==> src/rtl/redmule_w_loader.sv <==
// redmule_w_loader: sequencer in front of the RedMulE W-buffer latch array.
// Accepts W rows from the streamer, writes them into buffer rows, then walks
// the buffer in diagonal-skew order (elements fastest, then column groups).
// Each tile alternates one FILL phase and one DRAIN phase.
//
// Ports:
//   clk_i, rst_i            clock, synchronous active-high reset
//   start_i, n_tiles_i,     job start (accepted in IDLE only), tile count and
//   rows_i                  valid rows per tile (0 means ROWS)
//   busy_o, done_o          not-IDLE flag, one-cycle end-of-job pulse
//   in_valid_i/in_ready_o,  streamer row handshake and row payload
//   in_data_i
//   buf_write_*             buffer write port (data is a gated passthrough)
//   buf_read_en_o, buf_*_read_* buffer read port, addresses held between reads
//   row_mask_o              bit r set when r < effective rows
//   out_valid_o/out_ready_i qualifier for the buffer read data
//   stall_cnt_o             drain stall cycle count, present only when the
//                           macro REDMULE_W_LOADER_PERF_EN is defined
module redmule_w_loader #(
  parameter int unsigned WORD_SIZE = 32,
  parameter int unsigned ROWS      = 4,
  parameter int unsigned COLS      = 4,
  parameter int unsigned ELMS      = 2
) (
  input  logic                             clk_i,
  input  logic                             rst_i,
  input  logic                             start_i,
  input  logic [15:0]                      n_tiles_i,
  input  logic [$clog2(ROWS):0]            rows_i,
  output logic                             busy_o,
  output logic                             done_o,
  input  logic                             in_valid_i,
  output logic                             in_ready_o,
  input  logic [COLS*ELMS*WORD_SIZE-1:0]   in_data_i,
  output logic                             buf_write_en_o,
  output logic [$clog2(ROWS)-1:0]          buf_write_addr_o,
  output logic [COLS*ELMS*WORD_SIZE-1:0]   buf_wdata_o,
  output logic                             buf_read_en_o,
  output logic [$clog2(ELMS)-1:0]          buf_elms_read_addr_o,
  output logic [$clog2(COLS)-1:0]          buf_cols_read_offs_o,
  output logic [ROWS*$clog2(ROWS)-1:0]     buf_rows_read_addr_o,
  output logic [ROWS-1:0]                  row_mask_o,
  output logic                             out_valid_o,
  input  logic                             out_ready_i
`ifdef REDMULE_W_LOADER_PERF_EN
  ,
  output logic [31:0]                      stall_cnt_o
`endif
);

  localparam int unsigned AW  = $clog2(ROWS);
  localparam int unsigned EW  = $clog2(ELMS);
  localparam int unsigned CW  = $clog2(COLS);
  localparam int unsigned RW  = $clog2(ROWS) + 1;
  localparam int unsigned NRD = COLS * ELMS;
  localparam int unsigned KW  = $clog2(NRD) + 1;

  localparam logic [1:0] StIdle  = 2'd0;
  localparam logic [1:0] StFill  = 2'd1;
  localparam logic [1:0] StDrain = 2'd2;
  localparam logic [1:0] StDone  = 2'd3;

  logic [1:0]         state_q, state_d;
  logic [AW-1:0]      wr_ptr_q, wr_ptr_d;
  logic [AW-1:0]      tile_base_q, tile_base_d;
  logic [15:0]        tiles_left_q, tiles_left_d;
  logic [RW-1:0]      eff_rows_q, eff_rows_d;
  logic [RW-1:0]      fill_cnt_q, fill_cnt_d;
  logic [KW-1:0]      rd_left_q, rd_left_d;
  logic [EW-1:0]      elm_cnt_q, elm_cnt_d, elm_last_q;
  logic [CW-1:0]      col_cnt_q, col_cnt_d, col_last_q;
  logic [ROWS*AW-1:0] rows_addr_cur, rows_addr_last_q;
  logic               out_valid_q, out_valid_d;
  logic               in_hs, out_hs, read_en, tile_end;

  assign in_ready_o = (state_q == StFill);
  assign in_hs      = in_valid_i & in_ready_o;
  assign out_hs     = out_valid_q & out_ready_i;
  // A new read may issue only when the output slot is empty or being drained.
  assign read_en    = (state_q == StDrain) && (rd_left_q != '0) && (!out_valid_q || out_ready_i);
  assign tile_end   = (state_q == StDrain) && (rd_left_q == '0) && out_hs;

  assign busy_o           = (state_q != StIdle);
  assign done_o           = (state_q == StDone);
  assign buf_write_en_o   = in_hs;
  assign buf_write_addr_o = wr_ptr_q;
  assign buf_wdata_o      = in_hs ? in_data_i : '0;
  assign buf_read_en_o    = read_en;
  assign out_valid_o      = out_valid_q;

  // Addresses show the live read when issuing, otherwise the last issued one.
  assign buf_elms_read_addr_o = read_en ? elm_cnt_q : elm_last_q;
  assign buf_cols_read_offs_o = read_en ? col_cnt_q : col_last_q;
  assign buf_rows_read_addr_o = read_en ? rows_addr_cur : rows_addr_last_q;

  // Diagonal skew: engine row r reads buffer row (tile_base + r) mod ROWS.
  always_comb begin
    rows_addr_cur = '0;
    for (int r = 0; r < ROWS; r++) begin
      rows_addr_cur[r*AW +: AW] = AW'((int'(tile_base_q) + r) % ROWS);
    end
  end

  always_comb begin
    row_mask_o = '0;
    for (int r = 0; r < ROWS; r++) begin
      row_mask_o[r] = (r < int'(eff_rows_q));
    end
  end

  always_comb begin
    state_d      = state_q;
    wr_ptr_d     = wr_ptr_q;
    tile_base_d  = tile_base_q;
    tiles_left_d = tiles_left_q;
    eff_rows_d   = eff_rows_q;
    fill_cnt_d   = fill_cnt_q;
    rd_left_d    = rd_left_q;
    elm_cnt_d    = elm_cnt_q;
    col_cnt_d    = col_cnt_q;
    unique case (state_q)
      StIdle: begin
        if (start_i) begin
          if (n_tiles_i != '0) begin
            state_d      = StFill;
            tiles_left_d = n_tiles_i;
            // Zero and out-of-range row counts both mean a full tile.
            eff_rows_d   = (rows_i == '0 || int'(rows_i) > ROWS) ? RW'(ROWS) : rows_i;
            tile_base_d  = wr_ptr_q;
            fill_cnt_d   = '0;
          end else begin
            state_d = StDone;
          end
        end
      end
      StFill: begin
        if (in_hs) begin
          wr_ptr_d   = (wr_ptr_q == AW'(ROWS - 1)) ? '0 : wr_ptr_q + AW'(1);
          fill_cnt_d = fill_cnt_q + RW'(1);
          if (fill_cnt_q + RW'(1) == eff_rows_q) begin
            state_d   = StDrain;
            rd_left_d = KW'(NRD);
            elm_cnt_d = '0;
            col_cnt_d = '0;
          end
        end
      end
      StDrain: begin
        if (read_en) begin
          rd_left_d = rd_left_q - KW'(1);
          if (elm_cnt_q == EW'(ELMS - 1)) begin
            elm_cnt_d = '0;
            col_cnt_d = (col_cnt_q == CW'(COLS - 1)) ? '0 : col_cnt_q + CW'(1);
          end else begin
            elm_cnt_d = elm_cnt_q + EW'(1);
          end
        end
        if (tile_end) begin
          if (tiles_left_q > 16'd1) begin
            state_d      = StFill;
            tiles_left_d = tiles_left_q - 16'd1;
            tile_base_d  = wr_ptr_q;
            fill_cnt_d   = '0;
          end else begin
            state_d = StDone;
          end
        end
      end
      StDone:  state_d = StIdle;
      default: state_d = StIdle;
    endcase
  end

  always_comb begin
    out_valid_d = out_valid_q;
    if (read_en) begin
      out_valid_d = 1'b1;
    end else if (out_hs) begin
      out_valid_d = 1'b0;
    end
  end

  always_ff @(posedge clk_i) begin
    if (rst_i) begin
      state_q          <= StIdle;
      wr_ptr_q         <= '0;
      tile_base_q      <= '0;
      tiles_left_q     <= '0;
      eff_rows_q       <= '0;
      fill_cnt_q       <= '0;
      rd_left_q        <= '0;
      elm_cnt_q        <= '0;
      col_cnt_q        <= '0;
      elm_last_q       <= '0;
      col_last_q       <= '0;
      rows_addr_last_q <= '0;
      out_valid_q      <= 1'b0;
    end else begin
      state_q      <= state_d;
      wr_ptr_q     <= wr_ptr_d;
      tile_base_q  <= tile_base_d;
      tiles_left_q <= tiles_left_d;
      eff_rows_q   <= eff_rows_d;
      fill_cnt_q   <= fill_cnt_d;
      rd_left_q    <= rd_left_d;
      elm_cnt_q    <= elm_cnt_d;
      col_cnt_q    <= col_cnt_d;
      out_valid_q  <= out_valid_d;
      if (read_en) begin
        elm_last_q       <= elm_cnt_q;
        col_last_q       <= col_cnt_q;
        rows_addr_last_q <= rows_addr_cur;
      end
    end
  end

`ifdef REDMULE_W_LOADER_PERF_EN
  logic [31:0] stall_cnt_q;

  always_ff @(posedge clk_i) begin
    if (rst_i) begin
      stall_cnt_q <= '0;
    end else if (state_q == StIdle && start_i) begin
      stall_cnt_q <= '0;
    end else if (state_q == StDrain && out_valid_q && !out_ready_i && stall_cnt_q != '1) begin
      stall_cnt_q <= stall_cnt_q + 32'd1;
    end
  end

  assign stall_cnt_o = stall_cnt_q;
`endif

endmodule

==> config.mk <==
export PLATFORM = sky130hd
export DESIGN_NAME = redmule_w_loader
export DESIGN_NICKNAME = d
export VERILOG_FILES = /design/src/rtl/redmule_w_loader.sv
export SDC_FILE = /design/constraint.sdc
export NUM_CORES = 1
export LEC_CHECK = 0
export ABC_AREA = 1
export CAP_MARGIN = 20
export CORE_AREA = 2 2 214 216
export DETAILED_ROUTE_END_ITERATION = 16
export DIE_AREA = 0 0 216 218
export HOLD_SLACK_MARGIN = 0.12
export PLACE_DENSITY = 0.41
export SYNTH_ARGS = -nofsm -noshare
export SYNTH_HDL_FRONTEND = slang
export SYNTH_SLANG_ARGS = --single-unit
==> constraint.sdc <==
create_clock -name clk_i -period 4.45 [get_ports clk_i]
set_clock_uncertainty 0.15 [all_clocks]
set_input_delay 0.89 -clock clk_i [delete_from_list [all_inputs] [get_ports clk_i]]
set_output_delay 0.89 -clock clk_i [all_outputs]
set_load 0.005 [all_outputs]
==> results.py, run 1 <==
metrics = {
    "timing": {
        "rsz0062_at_grt": "false",
        "fin_crit_sh": 0.9040,
        "hold_viol": 0,
        "worst_pin_slew_ns": 0.8631,
        "slew_headroom": 0.4239,
        "fin_crit_ns": 4.023,
        "drv_slew": 0,
        "tns_ns": 0,
        "fmax_mhz": 248.6,
        "hold_ws_ns": 0.3154,
        "setup_violations": 0,
        "setup_ws_ns": 0.4271,
    },
    "outcome": {
        "outcome": "completed",
    },
    "routing": {
        "wire_per_inst_um": 18.49,
        "routed_wl_um": 39390,
        "dr.first_iter.drc_count": 250,
        "dr.pass1.iters": 5,
        "viasPerCell": 3.472,
        "ant_nets": 0,
        "vias": 7399,
        "drc": 0,
    },
    "power": {
        "combPwrFrac": 0.689,
        "swShare": 0.4430,
        "internal-power_mw": 2.043,
        "power_density_nw_per_um2": 323.9,
        "p_clk_frac": 0.126,
        "leakagePower_nw": 5.492,
        "ir_worst_vdd_mv": 0.1830,
        "switchingPower_mw": 1.625,
        "power.total_mw": 3.667,
        "sequentialPowerShare": 0.185,
    },
    "yosys": {
        "synth_fp_nets": 1288,
        "synthesis.area_um2": 4888,
        "ys_seq_elements": 47,
        "synth_warnings": 0,
        "avgSynthCellArea_um2": 4.908,
        "yosysSeqAreaShare": 0.1925,
        "ys_types": 30,
        "synthCells": 996,
    },
    "cts": {
        "cts_tree": "yes",
        "cts.clk_slew.worst_paths_ns": 0.07,
        "clkLatencyLatePin_ns": 0.29,
        "clk_path_buf_depth": 2,
        "cts_inserted_buffers": 5,
        "hold_buffers": 0,
        "postCtsSetupBuffers": 0,
        "cts-resized-gates": 0,
        "cts_max_level": 2,
        "clock-sinks": 47,
        "clock-root-buffer": "clkbuf_16",
    },
    "final_layout": {
        "layout_common_cells": "clkdlybuf4s50_1 (558), nor2_1 (347), inv_1 (302)",
        "final_util": 0.2522,
        "final_common_cell": "clkdlybuf4s50_1",
        "fin_nets": 1819,
        "drive_above_1_share": 0.02552,
        "area_growth_pct": 131.6,
    },
    "floorplanning": {
        "dieArea_um2": 47090,
        "die-height_um": 218,
        "fp.coreArea_um2": 44890,
        "initial_core_util": 0.1089,
        "die_w_um": 216,
        "ios": 559,
        "rows": 78,
    },
    "placed_design": {
        "numPortBuffers": 558,
        "gp_congestion": 0.8787,
        "dp_slack_ns": 0.4155,
        "dp_hpwl_um": 34230,
    },
    "global_route": {
        "track_usage": 0.1588,
        "grt_first_pass_wirelength_um": 54080,
        "grt_remaining_overflow": 0,
        "grt_start_max_net_pins": 65,
        "first_global_vias": 7439,
        "antenna_found_initial": 5,
    },
    "worst_hold_path": {
        "hold_path_class": "reg2reg",
        "min_path_cells": 2,
        "holdCritStartpoint": "rows_addr_last_q[5]",
        "whs_endpoint": "rows_addr_last_q[5]",
    },
    "worst_setup_path": {
        "worstPathCellList": "clkdlybuf4s50_1 > nand2_4 > buf_4 > buf_4 > nor2_1 > clkdlybuf4s50_1",
        "critPathKind": "in2out",
        "r2r_end": "tiles_left_q[11]",
        "crit_path_end_kind": "output port",
        "worst_path_max_delay_cell": "clkdlybuf4s50_1",
        "path_max_fanout": 34,
        "cp_num_buf_inv": 4,
        "worstReg2RegStart": "state_q[0]",
        "path_delay_family": "buffers and inverters",
        "reg2reg_depth": 13,
        "critPathRequiredTime_ns": 3.41,
        "r2r_slack_ns": 1.46,
        "slowest_delay_ns": 0.55,
        "start_kind": "primary input",
        "cp_data_arrival_time_ns": 2.98,
    },
    "job": {
        "drv_cap": 0,
    },
}
[worst register-to-register path: cells and delay by family (launching register included)]
kind | cells | cell delay, ns
and+or+nand+nor | 8 | 1.13
adders and majority gates | 1 | 0.24
DFF | 1 | 0.39
buffers and inverters | 4 | 0.97
[power by group through the flow]
stage                     combinational (mW)  sequential, mW  clock, mW
after global routing                    2.83           0.702      0.496
after global placement                  2.55           0.686          0
after detailed placement                2.54           0.689          0
after CTS                               2.57           0.681      0.479
after floorplan                         1.28           0.648          0
final                                   2.53           0.678      0.461
[cells by family (layout without fill, tap and decap cells)]
logic type	count (synthesis)	count (layout)	synth area share
XOR/XNOR	3	3	0.005376
buffers and inverters	349	881	0.2736
flip-flops	47	47	0.1925
adder cells (fa/ha/maj)	12	12	0.03071
other	0	3	0
AND/OR/NAND/NOR	511	511	0.4139
AO/OA/AOI/OAI	74	74	0.08395
[layout make-up]
type / count / area (um2)
Tap cell: 600 / 750.7
Multi-Input combinational cell: 600 / 2618
Antenna cell: 3 / 7.507
Inverter: 306 / 1149
Clock inverter: 2 / 38.79
Timing Repair Buffer: 567 / 5678
Sequential cell: 47 / 940.9
Fill cell: 5117 / 33570
Clock buffer: 6 / 138.9
[Yosys cell counts, drive strengths merged]
master	number	area (um2)
nor3	2	10.01
o22a	1	8.760
nand3	30	165.2
nor2	350	1326
nand2	117	444.2
ha	12	150.1
o21ai	36	180.2
dfxtp	47	940.9
a211oi	7	52.55
nand3b	2	15.01
o21bai	1	7.510
inv	306	1149
o31ai	2	15.01
and2	1	6.260
or2	6	37.54
buf	8	57.55
clkbuf	35	131.4
nand4	3	18.77
a21oi	27	146.4
xnor2	3	26.28
[state kept, by name, indices dropped and copies added (netlist names)]
register	count
buf_write_addr_o	2
state_q	2
tiles_left_q	16
fill_cnt_q	3
out_valid_o	1
elm_last_q	1
col_last_q	2
tile_base_q	2
col_cnt_q	2
eff_rows_q	3
elm_cnt_q	1
rd_left_q	4
rows_addr_last_q	8
[metrics by stage]
step           std cells  cell area, um2
4_1_cts             2128           11310
6_report            2131           11320
3_5_place_dp        2120           11140
2_1_floorplan        996            4888
3_3_place_gp        2120           11140
5_1_grt             2130           11320
[worst max-delay path by stage]
| stage | from | endpoint | slack (ns) | depth (start not counted) |
|---|---|---|---|---|
| finish | in_valid_i | buf_wdata_o[11] | 0.43 | 6 |
| detailed placement | in_valid_i | buf_wdata_o[172] | 0.42 | 6 |
| CTS | in_valid_i | buf_wdata_o[172] | 0.40 | 6 |
| global route | in_valid_i | buf_wdata_o[11] | 0.28 | 6 |
| floorplan | out_ready_i | buf_cols_read_offs_o[0] | 1.72 | 8 |
| global placement | in_valid_i | buf_wdata_o[32] | 0.43 | 6 |
[layer usage]
layer | GRT usage | share of wire | up-vias
li1 | - | - | 3849
met1 | 0.1937 | 0.42 | 3239
met2 | 0.2542 | 0.45 | 283
met3 | 0.07992 | 0.12 | 26
met4 | 0.02466 | 0.013 | 2
met5 | 0 | 0.00033 | -
(Power assumes the default switching activity.)
==> inputs of run 2 (changes only) <==
--- a/config.mk
+++ b/config.mk
@@ -6,7 +6,7 @@
 export NUM_CORES = 1
 export LEC_CHECK = 0
 export ABC_AREA = 1
-export CAP_MARGIN = 20
+export CAP_MARGIN = 10
 export CORE_AREA = 2 2 214 216
 export DETAILED_ROUTE_END_ITERATION = 16
 export DIE_AREA = 0 0 216 218
==> results of run 2 <==
No change in the layout: final DEF, timing and power equal those of run 1.
